[src/rtl/fan_speed_sequencer.sv]
// Fan PWM sequencer: accepts speed-level requests and a shut-off timer,
// soft-ramps the PWM duty one step per PWM period toward the level's target.
module fan_speed_sequencer #(
    parameter int unsigned CLK_HZ    = 1000,
    parameter int unsigned PWM_DIV   = 1,
    parameter int unsigned RAMP_STEP = 5,
    parameter int unsigned LOW_DUTY  = 40,
    parameter int unsigned MID_DUTY  = 70,
    parameter int unsigned HIGH_DUTY = 100,
    parameter int unsigned TIMER_W   = 16
) (
    input  logic               clk_in,
    input  logic               rst_n,
    input  logic [1:0]         speed_req,
    input  logic               req_valid,
    output logic               req_ready,
    input  logic [TIMER_W-1:0] timer_load,
    input  logic               timer_valid,
    output logic               pwm_out,
    output logic [6:0]         duty_cur,
    output logic [1:0]         state,
    output logic [TIMER_W-1:0] timer_remain,
    output logic               done
);

    localparam int unsigned DIV_W = (PWM_DIV > 1) ? $clog2(PWM_DIV) : 1;
    localparam int unsigned SEC_W = $clog2(CLK_HZ);

    typedef enum logic [1:0] {
        IDLE      = 2'd0,
        RAMP_UP   = 2'd1,
        RUN       = 2'd2,
        RAMP_DOWN = 2'd3
    } state_t;

    state_t             st, st_n;
    logic [DIV_W-1:0]   div_cnt;
    logic [6:0]         pwm_cnt;
    logic [SEC_W-1:0]   sec_cnt;
    logic               pwm_step, period_tick, sec_tick;
    logic               expire_now, accept;
    logic [6:0]         target, target_n, duty_n, req_target;
    logic               stopping, stopping_n, done_n;
    logic [TIMER_W-1:0] timer_n;
    logic [7:0]         up_sum, dn_floor;

    assign pwm_step    = (div_cnt == DIV_W'(PWM_DIV - 1));
    assign period_tick = pwm_step && (pwm_cnt == 7'd99);
    assign sec_tick    = (sec_cnt == SEC_W'(CLK_HZ - 1));
    assign expire_now  = sec_tick && (timer_remain == TIMER_W'(1)) && (st != IDLE);
    assign req_ready   = !stopping && !expire_now;
    assign accept      = req_valid && req_ready;
    assign state       = st;

    always_comb begin
        case (speed_req)
            2'd1:    req_target = 7'(LOW_DUTY);
            2'd2:    req_target = 7'(MID_DUTY);
            2'd3:    req_target = 7'(HIGH_DUTY);
            default: req_target = '0;
        endcase
    end

    // 8-bit intermediates so the clamp comparisons cannot wrap.
    assign up_sum   = {1'b0, duty_cur} + 8'(RAMP_STEP);
    assign dn_floor = {1'b0, target} + 8'(RAMP_STEP);

    always_ff @(posedge clk_in or negedge rst_n) begin
        if (!rst_n) begin
            div_cnt <= '0;
            pwm_cnt <= '0;
            sec_cnt <= '0;
            pwm_out <= 1'b0;
        end else begin
            if (pwm_step) begin
                div_cnt <= '0;
                pwm_cnt <= (pwm_cnt == 7'd99) ? '0 : pwm_cnt + 7'd1;
            end else begin
                div_cnt <= div_cnt + 1'b1;
            end
            sec_cnt <= sec_tick ? '0 : sec_cnt + 1'b1;
            pwm_out <= (pwm_cnt < duty_cur);
        end
    end

    always_ff @(posedge clk_in or negedge rst_n) begin
        if (!rst_n) begin
            st           <= IDLE;
            duty_cur     <= '0;
            target       <= '0;
            stopping     <= 1'b0;
            timer_remain <= '0;
            done         <= 1'b0;
        end else begin
            st           <= st_n;
            duty_cur     <= duty_n;
            target       <= target_n;
            stopping     <= stopping_n;
            timer_remain <= timer_n;
            done         <= done_n;
        end
    end

    // Priority: expiry, then an accepted request, then the per-period ramp step.
    always_comb begin
        st_n       = st;
        target_n   = target;
        duty_n     = duty_cur;
        stopping_n = stopping;
        done_n     = 1'b0;
        timer_n    = timer_remain;

        if (expire_now) begin
            target_n   = '0;
            stopping_n = 1'b1;
            st_n       = RAMP_DOWN;
        end else if (accept) begin
            if (st == IDLE) begin
                if (speed_req != 2'd0) begin
                    target_n = req_target;
                    st_n     = RAMP_UP;
                end
            end else begin
                target_n = req_target;
                if (req_target > duty_cur)      st_n = RAMP_UP;
                else if (req_target < duty_cur) st_n = RAMP_DOWN;
                else                            st_n = RUN;
            end
        end else if (period_tick) begin
            case (st)
                RAMP_UP: begin
                    duty_n = (up_sum >= {1'b0, target}) ? target : up_sum[6:0];
                    if (duty_n == target) st_n = RUN;
                end
                RAMP_DOWN: begin
                    duty_n = ({1'b0, duty_cur} <= dn_floor) ? target : duty_cur - 7'(RAMP_STEP);
                    if (duty_n == target) begin
                        if (target == '0) begin
                            st_n   = IDLE;
                            done_n = 1'b1;
                        end else begin
                            st_n = RUN;
                        end
                    end
                end
                default: ;
            endcase
        end

        // Entering IDLE discards any timer value, including one loaded while stopping.
        if (st_n == IDLE && st != IDLE) begin
            stopping_n = 1'b0;
            timer_n    = '0;
        end else if (timer_valid) begin
            timer_n = timer_load;
        end else if (sec_tick && st != IDLE && timer_remain != '0) begin
            timer_n = timer_remain - 1'b1;
        end
    end

endmodule
[config.mk]
export PLATFORM = sky130hd
export DESIGN_NAME = fan_speed_sequencer
export DESIGN_NICKNAME = d
export VERILOG_FILES = /design/src/rtl/fan_speed_sequencer.sv
export SDC_FILE = /design/constraint.sdc
export NUM_CORES = 1
export LEC_CHECK = 0
export ABC_AREA = 1
export CORE_UTILIZATION = 51
export DETAILED_ROUTE_END_ITERATION = 10
export GPL_ROUTABILITY_DRIVEN = 0
export PLACE_DENSITY = 0.84
export SLEW_MARGIN = 20
export SYNTH_ARGS = -nofsm -noshare
export SYNTH_HDL_FRONTEND = slang
export SYNTH_SLANG_ARGS = --single-unit
[constraint.sdc]
create_clock -name clk_in -period 2.5 [get_ports clk_in]
set_input_delay 0.625 -clock clk_in [delete_from_list [all_inputs] [get_ports clk_in]]
set_output_delay 0.625 -clock clk_in [all_outputs]
set_load 0.05 [all_outputs]
==> results of run 1 <==
## routing by layer
layer  track usage [%]  routed length (um)  up-vias
li1                  -                   -     2059
met1              38.6                4880     2106
met2              48.9                5850      320
met3              6.56                1260       90
met4              13.3                 630        0
met5                 0                   0        -
## per-stage QoR
| stage | utilization (%) | std cells |
|---|---|---|
| after floorplan | - | 557 |
| after global placement | 66.1 | 742 |
| after detailed placement | 66.1 | 742 |
| after CTS | 69.9 | 762 |
| after global routing | 73.1 | 768 |
| final | 73.1 | 768 |
## state kept, by name (all words and copies together) (netlist names)
register      flops
stopping          1
state             2
pwm_cnt           7
pwm_out           1
sec_cnt          10
duty_cur          7
timer_remain     16
done              1
target            4
## layout by cell type, fill, tap and decap left out, types with 12 or more instances in the layout
cell and n:
sky130_fd_sc_hd__a21oi_1 24, sky130_fd_sc_hd__buf_4 59, sky130_fd_sc_hd__clkdlybuf4s50_1 47, sky130_fd_sc_hd__dfrtp_1 42, sky130_fd_sc_hd__ha_1 24, sky130_fd_sc_hd__inv_1 79, sky130_fd_sc_hd__inv_2 15, sky130_fd_sc_hd__nand2_1 105
sky130_fd_sc_hd__nand2_2 15, sky130_fd_sc_hd__nand3_1 21, sky130_fd_sc_hd__nand4_1 17, sky130_fd_sc_hd__nor2_1 58, sky130_fd_sc_hd__nor3_1 15, sky130_fd_sc_hd__o211ai_1 17, sky130_fd_sc_hd__o21ai_0 28, sky130_fd_sc_hd__o21ai_1 12
## synthesized netlist by cell type, types with 3 or more instances
cell type and n:
sky130_fd_sc_hd__a31oi_1 4, sky130_fd_sc_hd__nand4_1 17, sky130_fd_sc_hd__o211ai_1 17, sky130_fd_sc_hd__a21oi_1 25, sky130_fd_sc_hd__o31ai_1 3, sky130_fd_sc_hd__ha_1 29
sky130_fd_sc_hd__inv_2 3, sky130_fd_sc_hd__o21ai_0 40, sky130_fd_sc_hd__xor2_1 7, sky130_fd_sc_hd__nor3_1 17, sky130_fd_sc_hd__clkbuf_1 8, sky130_fd_sc_hd__nor2_1 63
sky130_fd_sc_hd__nand2_1 118, sky130_fd_sc_hd__o21ai_1 3, sky130_fd_sc_hd__inv_1 91, sky130_fd_sc_hd__nor2_2 3, sky130_fd_sc_hd__nand2_2 5, sky130_fd_sc_hd__nand3_1 27
sky130_fd_sc_hd__dfrtp_1 49, sky130_fd_sc_hd__buf_2 3
## power by group through the flow
stage / clock network (W) / registers, W / logic [W]
after floorplan: 0 / 0.000995 / 0.000278
after global placement: 0 / 0.000891 / 0.000600
after detailed placement: 0 / 0.000892 / 0.000621
after CTS: 0.000496 / 0.000878 / 0.000663
after global routing: 0.000528 / 0.000887 / 0.000805
final: 0.000492 / 0.000881 / 0.000748
## kinds of logic (layout without fill, tap and decap cells)
kind of cell	after synthesis	in the layout
XOR/XNOR	8	8
AO/OA/AOI/OAI	101	101
flip-flops	49	49
adder cells (fa/ha/maj)	30	30
buffers and inverters	108	218
AND/OR/NAND/NOR	261	263
## path summary, 6_finish.rpt
path                              from           to  slack [ns]
max in group asynchronous        rst_n  duty_cur[0]        1.63
max reg2reg                duty_cur[0]     state[0]       -0.39
min                              rst_n   sec_cnt[9]        0.40
min in group clk_in         sec_cnt[0]   sec_cnt[0]        0.46
max                        duty_cur[0]     state[0]       -0.39
min reg2reg                 sec_cnt[0]   sec_cnt[0]        0.46
## repair_timing
| item | 4_1_cts | 5_1_grt |
|---|---|---|
| gates resized for setup | 31 | 52 |
| cloned | 3 | 0 |
| setup endpoints to repair | 28 | 28 |
| pin swaps | 20 | 17 |
| setup buffers | 9 | 6 |
## area by class of cell
class | instances | share of cell area (%)
Clock buffer | 5 | 1.29
Clock inverter | 3 | 0.399
Inverter | 96 | 6.90
Multi-Input combinational cell | 402 | 47.1
Sequential cell | 49 | 23.2
Tap cell | 99 | 2.32
Timing Repair Buffer | 114 | 18.9
==> results.cfg, run 1 <==
[job]
cap_violations = 0

[sta]
setup_total_negative_slack_ns = -4.09
period_share_pct = 115
max_slew.worst_pin.slew_ns = 0.630
clock.fmax_ghz = 0.346
setup_viol = 27
worst_hold_slack_ns = 0.399
worst_slack_setup_final_ns = -0.386
clock-skew-final_ns = 0.00659
finalHoldViolations = 0
final-max-slew-violation-count = 0
max-slew-margin-rel_pct = 58.0
rsz0062_at_grt = yes
finalCriticalPeriod_ns = 2.89

[worst_setup_path]
path_class = register to register
timing.critical_path.required_ns = 2.75
reg2reg_depth = 19
most_common_cell_type_on_the_critical_path = sky130_fd_sc_hd__nand2_1
worst_path_largest_cell_delay_ns = 0.45
crit_path_end_kind = register
timing.critical_path.cells = nand2_1 > nand2_4 > xor2_2 > inv_1 > ha_1 > nand2_1 > nor2_1 > a211oi_2 > nor2_4 > nor2_4 > buf_6 > nand4_1 > nand2_1 > nor2_1 > nand3_1 > nand2_1 > nand2_1 > nand2_1 > nand2_1
buf_inv_stages_crit_path = 2
start_kind = register
count_of_cell_instances_traversed_by_the_critical_path = 19
slowest_stage = sky130_fd_sc_hd__dfrtp_2
cp_top_family = simple AND/OR/NAND/NOR gates
worst-path-max-fanout = 5
worstPathArrival_ns = 3.14

[cells_and_area]
final_nets = 720
layout.area.seq_mm2 = 0.00123
combined_area_of_the_multi_input_logic_cells_mm2 = 0.00251
final_design_area_no_fill_mm2 = 0.00533
antennaDiodeCount = 0
final_layout_size_suffix_gt1_share_pct = 23.2
synth_to_layout_area_growth_pct = 38.2
filler_cell_count = 527

[synth]
syn-mean-instance-area_um2 = 6.93
synth_flop_cell = sky130_fd_sc_hd__dfrtp_1
synth_enable_flop_cells = 0
post_synthesis_cell_area_mm2 = 0.00386
synth_compound_gate_area_share_pct = 15.5
synthesis.instances = 557
syn-num-nets = 609
synth_fa_ha_area_share_pct = 9.92
asyncSetResetFlopFracSynth_pct = 100
synth.mux.area_fraction_pct = 0
synth_top_area_share_pct = 31.8
post_synth_simple_gate_area_pct = 30.2
yosysWarningCount = 0
ys_seq_elements = 49
largest_family_of_logic_cells_by_synthesized_area = simple AND/OR/NAND/NOR gates
synth_cell_type_count = 41
seq_area_frac_synth_pct = 31.8
synth_top_cell_by_area = sky130_fd_sc_hd__dfrtp_1
synth.area.top_cells = sky130_fd_sc_hd__dfrtp_1 (32%), sky130_fd_sc_hd__nand2_1 (11%), sky130_fd_sc_hd__ha_1 (9.4%), sky130_fd_sc_hd__inv_1 (8.9%), sky130_fd_sc_hd__nor2_1 (6.1%)
share_of_the_synthesized_netlist_area_taken_by_xor_and_xnor_gates_pct = 1.82

[detailed_routing]
antenna_violating_nets_post_route = 0
routedWlPerCell_um = 16.4
initial_detailed_routing_violation_count = 596
route.detailed.vias_per_inst = 5.96
final_wirelength_um = 12600
vias = 4575
drt_pre_antenna_iters = 5
remaining_drc_errors = 0

[power_and_ir_drop]
power.total_w = 0.00212
power.switching_fraction_pct = 37.9
vdd_drop_max_mv = 0.249
power.density_mw_per_mm2 = 398
power.clock.fraction_pct = 23.2
p_leak_nw = 2.55
internal-power_w = 0.00132
power.share.sequential_pct = 41.5
switchingPower_w = 0.000805
p_comb_share_pct = 35.3

[grt]
grt_use_total_pct = 30.1
grt_pass1_wl_um = 18300
vias_in_the_first_global_route = 4054
antenna_found_initial = 0
grt_max_degree = 50
globalRoute.totalOverflow = 0

[cts]
number_of_buffers_added_by_the_clock_tree_synthesis_step = 5
cts_max_path_buffers = 2
clock_insertion_delay_worst_skew_ns = 0.31
cts_root_buffer = sky130_fd_sc_hd__clkbuf_8
clk_transition_reported_paths_ns = 0.10
ctsHtreeMaxLevel = 2
clock_sinks = 49
cts-hold-fix-buffers = 0
tritoncts_clock_tree = built

[die]
floorplan.initialDensity_pct = 52.9
die_w_um = 89.0
floorplan.io_pins = 50
die_height_um = 89.0
design.die.area_mm2 = 0.00792
rows = 31
core_mm2 = 0.00729

[status]
outcome = finished with violations
failed_checks = negative setup slack

[placed_design]
dp_hpwl_um = 8080
place_worst_setup_slack_ns = -0.209
place.port_buffers = 49
placed_area_mm2 = 0.00482

[worst_hold_path]
min-delay-path-class = input port to asynchronous set/reset pin
Note: power is estimated with default switching activity, not from simulation.
==> run 2: changes to the inputs <==
--- a/config.mk
+++ b/config.mk
@@ -7,6 +7,7 @@
 export LEC_CHECK = 0
 export ABC_AREA = 1
 export CORE_UTILIZATION = 51
+export CTS_CLUSTER_SIZE = 20
 export DETAILED_ROUTE_END_ITERATION = 10
 export GPL_ROUTABILITY_DRIVEN = 0
 export PLACE_DENSITY = 0.84
==> results of run 2 <==
No change in the layout: final DEF, timing and power equal those of run 1.
